[src/rtl/move_sched.sv]
// move_sched: arbitrates gravity and player moves through the collision checker, one move at a time
module move_sched #(
    parameter logic [15:0] GRAV_PERIOD = 16'd1000
) (
    input  logic       clka,
    input  logic       restart_n,
    input  logic       start_move,
    input  logic [1:0] level,
    input  logic       btn_left,
    input  logic       btn_right,
    input  logic       btn_rot,
    input  logic       btn_drop,
    input  logic       chk_ack,
    input  logic       chk_ok,
    output logic       chk_req,
    output logic [1:0] chk_op,
    output logic       commit,
    output logic       touched,
    output logic       busy
);
    localparam logic [2:0] IDLE = 3'd0, SELECT = 3'd1, CHECK = 3'd2, COMMIT = 3'd3, TOUCH = 3'd4, DONE = 3'd5;
    localparam logic [1:0] OP_DOWN = 2'b00, OP_LEFT = 2'b01, OP_RIGHT = 2'b10, OP_ROT = 2'b11;

    logic [2:0]  state, state_n;
    logic [1:0]  op, op_sel;
    logic [15:0] grav_cnt, grav_lim;
    logic        grav_p, rot_p, left_p, right_p, drop_p;
    logic        grav_hit, any_p, btn_en, resolve, clr_down, clr_drop;

    assign grav_lim = (GRAV_PERIOD >> level) - 16'd1;
    assign grav_hit = start_move && !drop_p && grav_cnt >= grav_lim;
    assign any_p    = grav_p | rot_p | left_p | right_p | drop_p;
    assign op_sel   = (grav_p | drop_p) ? OP_DOWN : rot_p ? OP_ROT : left_p ? OP_LEFT : OP_RIGHT;
    assign btn_en   = start_move && state != DONE;
    assign resolve  = state == CHECK && chk_ack && start_move;
    // any resolved DOWN also absorbs a gravity tick that arrived during a hard drop
    assign clr_down = resolve && op == OP_DOWN;
    assign clr_drop = clr_down && !chk_ok;

    always_comb begin
        state_n = IDLE;
        case (state)
            IDLE:    state_n = start_move ? SELECT : IDLE;
            SELECT:  state_n = !start_move ? IDLE : any_p ? CHECK : SELECT;
            CHECK:   state_n = !chk_ack ? CHECK : !start_move ? IDLE : chk_ok ? COMMIT : op == OP_DOWN ? TOUCH : SELECT;
            COMMIT:  state_n = start_move ? SELECT : IDLE;
            TOUCH:   state_n = start_move ? DONE : IDLE;
            DONE:    state_n = start_move ? DONE : IDLE;
            default: state_n = IDLE;
        endcase
    end

    always_ff @(posedge clka) begin
        if (!restart_n) begin
            state    <= IDLE;
            op       <= OP_DOWN;
            grav_cnt <= '0;
            grav_p   <= 1'b0;
            rot_p    <= 1'b0;
            left_p   <= 1'b0;
            right_p  <= 1'b0;
            drop_p   <= 1'b0;
        end else begin
            state    <= state_n;
            op       <= (state == SELECT) ? op_sel : op;
            grav_cnt <= (!start_move || grav_hit) ? 16'd0 : drop_p ? grav_cnt : grav_cnt + 16'd1;
            grav_p   <= start_move && ((grav_p && !clr_down) || grav_hit);
            drop_p   <= start_move && ((drop_p && !clr_drop) || (btn_en && btn_drop));
            rot_p    <= start_move && ((rot_p && !(resolve && op == OP_ROT)) || (btn_en && btn_rot));
            left_p   <= start_move && ((left_p && !(resolve && op == OP_LEFT)) || (btn_en && btn_left && !btn_right));
            right_p  <= start_move && ((right_p && !(resolve && op == OP_RIGHT)) || (btn_en && btn_right && !btn_left));
        end
    end

    assign chk_req = state == CHECK;
    assign chk_op  = (state == CHECK || state == COMMIT) ? op : OP_DOWN;
    assign commit  = state == COMMIT;
    assign touched = state == TOUCH;
    assign busy    = state != IDLE;
endmodule
[config.mk]
export PLATFORM = sky130hd
export DESIGN_NAME = move_sched
export DESIGN_NICKNAME = d
export VERILOG_FILES = /design/src/rtl/move_sched.sv
export SDC_FILE = /design/constraint.sdc
export NUM_CORES = 1
export LEC_CHECK = 0
export ABC_CLOCK_PERIOD_IN_PS = 4800
export BUFFER_PORTS_ARGS = -buffer_cell sky130_fd_sc_hd__buf_2
export CAP_MARGIN = 40
export CORE_MARGIN = 4
export CORE_UTILIZATION = 55
export DETAILED_ROUTE_END_ITERATION = 8
export GPL_ROUTABILITY_DRIVEN = 0
export PLACE_DENSITY = 0.71
export SYNTH_ARGS = -nofsm -noshare
export SYNTH_HDL_FRONTEND = slang
export SYNTH_SLANG_ARGS = --single-unit
[constraint.sdc]
create_clock -name clka -period 4.8 [get_ports clka]
set_clock_uncertainty 0.1 [all_clocks]
set_input_delay 1.44 -clock clka [delete_from_list [all_inputs] [get_ports clka]]
set_output_delay 1.44 -clock clka [all_outputs]
set_load 0.02 [all_outputs]
==> results of run 1 <==
-- flip-flops by register name, summed over array words and instances, names as in the netlist --
name,cells
grav_cnt,16
state,3
op,2
drop_p,1
grav_p,1
left_p,1
right_p,1
rot_p,1
-- cells in the final DEF (no fill, tap or decap), types with 2 or more instances in the layout --
| master | n |
|---|---|
| dfxtp_1 | 26 |
| ha_1 | 17 |
| buf_2 | 16 |
| nand2_1 | 15 |
| nor2_1 | 13 |
| a211oi_2 | 10 |
| inv_1 | 9 |
| nand3_1 | 9 |
| xnor2_1 | 9 |
| xor2_1 | 7 |
| a211oi_1 | 7 |
| a21oi_1 | 7 |
| nor2b_1 | 6 |
| nand2b_1 | 4 |
| o21ai_0 | 4 |
| nor3_1 | 3 |
| nand4_1 | 3 |
| a21boi_0 | 3 |
| clkbuf_4 | 3 |
| nor3b_1 | 2 |
| and4_1 | 2 |
| and3_1 | 2 |
| nand3b_1 | 2 |
| conb_1 | 2 |
-- cell type report --
type / instances / area [um^2] / share of cell area [%]
inverter: 9 / 33.8 / 1.76
tap: 44 / 55.1 / 2.87
clock buffer: 4 / 36.3 / 1.89
sequential: 26 / 520 / 27.1
timing repair buffer: 17 / 87.6 / 4.57
multi-input combinational: 152 / 1180 / 61.8
-- worst reg2reg max path, cell delays in order, from the launching register on --
cell and delay [ns]:
dfxtp_1 0.46, inv_1 0.10, ha_1 0.28, nand2b_4 0.12, a2111oi_4 0.06, o31a_2 0.39, o21ai_4 0.46, a211oi_1 0.16
-- metrics by stage --
| step | cells | setup WS (ns) | instance area (um^2) | hold WS [ns] |
|---|---|---|---|---|
| global placement | 248 | 1.19 | 1880 | 0.386 |
| floorplan | 193 | 1.53 | 1780 | 0.349 |
| global route | 252 | 1.30 | 1920 | 0.427 |
| detailed placement | 248 | 1.10 | 1880 | 0.385 |
| CTS | 252 | 1.47 | 1920 | 0.404 |
| finish | 252 | 1.49 | 1920 | 0.391 |
-- power groups by stage --
stage                     combinational [mW]  sequential (mW)  clock (mW)
after floorplan                       0.0386            0.227           0
after global placement                0.0484            0.229           0
after detailed placement              0.0511            0.229           0
after CTS                             0.0513            0.224       0.115
after global routing                  0.0576            0.225       0.123
final                                 0.0507            0.224       0.110
-- cells by family (layout without fill, tap and decap cells) --
family	count (synthesis)	count (layout)	share of synthesized area, %
xor+xnor	16	16	7.90
simple gates	72	72	24.1
compound gates	44	44	21.8
mux	1	1	0.564
fa+ha+maj	17	17	12.0
other cells	1	2	0.211
buf+inv	15	30	4.09
flops	26	26	29.3
-- metal layers --
metal  global-route usage (%)  share of wire, %  up-vias
met5                        0                 0        -
met4                     9.23               1.6        0
met3                     1.56               3.0        4
met2                     33.5                52       31
met1                     22.0                44      666
li1                         -                 -      720
-- worst max path at each step --
| stage | start | endpoint | slack [ns] | depth (start not counted) |
|---|---|---|---|---|
| 5_1_grt | level[0] | grav_cnt[5] | 1.30 | 10 |
| 6_report | level[1] | grav_cnt[2] | 1.49 | 10 |
| 4_1_cts | level[1] | grav_cnt[4] | 1.47 | 10 |
| 3_3_place_gp | level[0] | grav_cnt[5] | 1.19 | 8 |
| 2_1_floorplan | level[0] | grav_cnt[10] | 1.53 | 8 |
| 3_5_place_dp | level[1] | grav_cnt[4] | 1.10 | 10 |
==> results.py, run 1 <==
metrics = {
    "drt": {
        "via_count": 1421,
        "wl_per_cell_um": 13.6,
        "drtPass1Iterations": 4,
        "drtIter0Drc": 46,
        "ant_nets": 0,
        "drc": 0,
        "via_per_inst": 5.64,
        "wl_um": 3430,
    },
    "flow_run": {
        "cap_violations": 0,
    },
    "die": {
        "die_y_um": 64.8,
        "pin_count": 17,
        "die_area_mm2": 0.00420,
        "rows": 20,
        "core_mm2": 0.00308,
        "start_util_pct": 57.6,
        "die_width_um": 64.8,
    },
    "setup_path": {
        "worstReg2RegEnd": "grav_cnt[2]",
        "critPathKind": "in2reg",
        "cpLargestDelayFamily": "compound AO/OA/AOI/OAI gates",
        "r2r_start": "grav_cnt[0]",
        "arrival_ns": 3.40,
        "critPathMostFrequentCell": "ha_1",
        "worst-path-buf-inv": 2,
        "reg2reg_depth": 7,
        "cp_slowest_stage_delay_ns": 0.46,
        "crit_path_start_kind": "input pin",
        "path_max_fanout": 15,
        "end_kind": "flop",
        "cp.required_ns": 4.89,
        "reg2reg_slack_ns": 2.53,
        "crit_chain": "buf_2, inv_1, ha_1, xor2_1, ha_1, o21a_1, nor2_1, o31a_2, o21ai_4, a211oi_1",
        "crit_slowest_cell": "o21ai_4",
    },
    "placement": {
        "portBuffers": 16,
        "dp_hpwl_um": 2680,
    },
    "clock_tree": {
        "postCtsSetupRepairBufs": 0,
        "htreeDepth": 1,
        "clk_path_buf_depth": 2,
        "cts.sinks": 26,
        "ctsHoldBuffers": 0,
        "clkTransAtPathRegs_ns": 0.14,
        "cts_tree": "done",
        "numCtsBuffers": 3,
        "clk-insertion-delay-late_ns": 0.32,
        "cts-root-buf": "clkbuf_4",
        "post_cts_resized": 0,
    },
    "yosys": {
        "synth.distinct_cells": 50,
        "syn_area_mm2": 0.00177,
        "synthFlopType": "dfxtp_1",
        "yosys.area.top_type": "dfxtp_1",
        "synth_edf_count": 0,
        "avgSynthCellArea_um2": 9.24,
        "ys_seq_area_share_pct": 29.3,
        "yosysWarningCount": 0,
        "post-synth-top-count-cell": "dfxtp_1",
        "syn_inst": 192,
        "synth_top_area_share_pct": 29.3,
        "ys_top_cells_by_area": "dfxtp_1 29%, ha_1 12%, a211oi_2 7.1%",
        "synth_seq_cells": 26,
        "synthArstFlopShare_pct": 0,
        "synth_common_cells": "26 x dfxtp_1, 17 x ha_1, 15 x nand2_1, 13 x nor2_1, 10 x a211oi_2",
    },
    "final_layout": {
        "nFillCells": 263,
        "final_layout_size_suffix_gt1_share_pct": 20.2,
        "area_growth_syn_to_layout_pct": 8.11,
        "final_util_pct": 62.3,
        "diodes": 0,
        "fin_nets": 237,
    },
    "timing": {
        "hold_viol_final": 0,
        "fin_crit_sh_pct": 69.0,
        "worst_pin_slew_ns": 0.884,
        "finalCriticalPeriod_ns": 3.31,
        "finalMaxSlewViolations": 0,
        "setup_tns_ns": 0,
        "slew_headroom_pct": 40.9,
        "setup_viol": 0,
        "rsz0062_at_grt": "no",
        "fmax_ghz": 0.302,
    },
    "power_and_ir_drop": {
        "combPwrFrac_pct": 13.2,
        "leakage_nw": 0.729,
        "power_uw": 385,
        "power_frac_clock_pct": 28.6,
        "power.density_mw_per_mm2": 201,
        "ir_drop_uv": 180,
        "internal_power_uw": 288,
        "power_frac_seq_pct": 58.3,
        "power.switching_uw": 97.2,
        "power.share.switching_pct": 25.3,
    },
    "grt": {
        "grt_max_degree": 22,
        "antenna_found_initial": 0,
        "grtUsageTotal_pct": 18.6,
        "grt_pass1_wl_um": 6190,
        "overflow": 0,
        "grt_pass1_vias": 1423,
    },
    "min_path": {
        "hold_path_depth": 2,
        "hold_path.startpoint": "right_p",
        "hold_path_class": "reg2reg",
        "hold_end": "right_p",
    },
    "outcome": {
        "status": "finished, final reports clean",
    },
}
Power figures use the tool's default switching activity.
==> run 2: changes to the inputs <==
--- a/config.mk
+++ b/config.mk
@@ -5,7 +5,7 @@
 export SDC_FILE = /design/constraint.sdc
 export NUM_CORES = 1
 export LEC_CHECK = 0
-export ABC_CLOCK_PERIOD_IN_PS = 4800
+export ABC_CLOCK_PERIOD_IN_PS = 3200
 export BUFFER_PORTS_ARGS = -buffer_cell sky130_fd_sc_hd__buf_2
 export CAP_MARGIN = 40
 export CORE_MARGIN = 4
==> constraint.sdc (replaced) <==
create_clock -name clka -period 3.2 [get_ports clka]
set_clock_uncertainty 0.1 [all_clocks]
set_input_delay 0.96 -clock clka [delete_from_list [all_inputs] [get_ports clka]]
set_output_delay 0.96 -clock clka [all_outputs]
set_load 0.02 [all_outputs]
==> results.py, run 2 (synthesized netlist as in run 1, its figures left out) <==
metrics = {
    "clock_tree": {
        "postCtsSetupRepairBufs": 0,
        "cts_tree": "done",
        "clk_path_buf_depth": 2,
        "clk-insertion-delay-late_ns": 0.31,
        "post_cts_resized": 0,
        "cts-root-buf": "clkbuf_4",
        "ctsHoldBuffers": 0,
        "htreeDepth": 1,
        "numCtsBuffers": 3,
        "clkTransAtPathRegs_ns": 0.12,
        "cts.sinks": 26,
    },
    "min_path": {
        "hold_path.startpoint": "right_p",
        "hold_end": "right_p",
        "hold_path_class": "reg2reg",
        "hold_path_depth": 2,
    },
    "grt": {
        "grt_pass1_vias": 1520,
        "grtUsageTotal_pct": 18.6,
        "grt_pass1_wl_um": 6330,
        "grt_max_degree": 19,
        "antenna_found_initial": 0,
        "overflow": 0,
    },
    "placement": {
        "pre_cts_ws_ns": -0.0110,
        "dp_hpwl_um": 2780,
        "placed_area_mm2": 0.00190,
        "portBuffers": 16,
    },
    "setup_path": {
        "worst-path-buf-inv": 2,
        "crit_chain": "buf_2, inv_1, ha_1, xor2_1, ha_1, o21a_1, nor2_1, o31a_2, o21ai_4, a211oi_1",
        "cp_slowest_stage_delay_ns": 0.48,
        "end_kind": "flop",
        "reg2reg_depth": 7,
        "worstReg2RegEnd": "grav_cnt[2]",
        "crit_path_start_kind": "input pin",
        "arrival_ns": 2.94,
        "cpLargestDelayFamily": "compound AO/OA/AOI/OAI gates",
        "path_max_fanout": 15,
        "cp.required_ns": 3.28,
        "critPathMostFrequentCell": "ha_1",
        "crit_slowest_cell": "o21ai_4",
        "reg2reg_slack_ns": 0.94,
        "critPathKind": "in2reg",
        "r2r_start": "grav_cnt[0]",
    },
    "timing": {
        "fin_crit_sh_pct": 89.2,
        "setup_tns_ns": 0,
        "finalCriticalPeriod_ns": 2.85,
        "slew_headroom_pct": 56.8,
        "hold_viol_final": 0,
        "fmax_ghz": 0.350,
        "fin_ws_ns": 0.346,
        "worst_pin_slew_ns": 0.642,
        "rsz0062_at_grt": "no",
        "finalMaxSlewViolations": 0,
        "setup_viol": 0,
        "hold_ws_ns": 0.414,
    },
    "final_layout": {
        "final_util_pct": 62.4,
        "fin_area_mm2": 0.00192,
        "regMostFlops": "grav_cnt",
        "final_common_cell": "dfxtp_1",
        "area_growth_syn_to_layout_pct": 8.18,
        "diodes": 0,
        "reg_top3": "grav_cnt: 16 flops, state: 3 flops, op: 2 flops",
        "fin_nets": 238,
        "final_layout_size_suffix_gt1_share_pct": 20.2,
        "largest_reg_flops": 16,
        "layout_common_cells": "26 x dfxtp_1, 17 x ha_1, 16 x buf_2",
    },
    "die": {
        "die_area_mm2": 0.00420,
        "start_util_pct": 57.6,
        "die_y_um": 64.8,
        "rows": 20,
        "core_mm2": 0.00308,
        "pin_count": 17,
        "die_width_um": 64.8,
    },
    "power_and_ir_drop": {
        "ir_drop_uv": 228,
        "power.density_mw_per_mm2": 285,
        "leakage_nw": 0.730,
    },
    "drt": {
        "wl_um": 3510,
        "via_count": 1434,
        "ant_nets": 0,
        "wl_per_cell_um": 13.9,
        "drtPass1Iterations": 4,
        "via_per_inst": 5.69,
        "drtIter0Drc": 50,
        "drc": 0,
    },
    "outcome": {
        "status": "finished, final reports clean",
    },
    "flow_run": {
        "cap_violations": 0,
    },
}
run 2: cell count changes in the layout (fill, tap and decap cells not counted):
cell,delta
buf_8,+1
clkbuf_8,-1
run 2: area by class of cell:
class,instances,area (um^2)
Multi-Input combinational cell,152,1180
Sequential cell,26,520
Clock buffer,3,22.5
Fill cell,294,1160
Timing Repair Buffer,18,103
Inverter,9,33.8
Tap cell,44,55.1
run 2: stage by stage:
step	instances	power [mW]
2_1_floorplan	193	0.399
3_3_place_gp	248	0.416
3_5_place_dp	249	0.422
4_1_cts	252	0.554
5_1_grt	252	0.582
6_report	252	0.546
run 2: where the power goes:
part,switching [mW],internal (mW)
logic,0.0432,0.0349
registers,0.00771,0.329
clock network,0.0876,0.0440
run 2: worst max-delay path by stage:
stage | startpoint | endpoint | slack (ns) | cells past startpoint
3_3_place_gp | level[1] | grav_cnt[5] | 0.07 | 10
3_5_place_dp | level[1] | grav_cnt[2] | -0.01 | 10
2_1_floorplan | level[0] | grav_cnt[10] | 0.41 | 8
4_1_cts | level[1] | grav_cnt[2] | 0.35 | 10
5_1_grt | level[1] | grav_cnt[5] | 0.23 | 10
6_report | level[0] | grav_cnt[2] | 0.35 | 10
run 2: metal layers:
metal	wire length [um]	up-vias	GRT usage (%)
li1	-	723	-
met1	1510	677	21.5
met2	1860	32	35.9
met3	109	2	2.25
met4	21	0	4.22
met5	0	-	0
run 2: worst register-to-register path: stages, from the launching register on:
cell and delay (ns):
dfxtp_1 0.44, inv_1 0.09, ha_1 0.28, nand2b_4 0.12
a2111oi_4 0.06, o31a_2 0.39, o21ai_4 0.48, a211oi_1 0.17
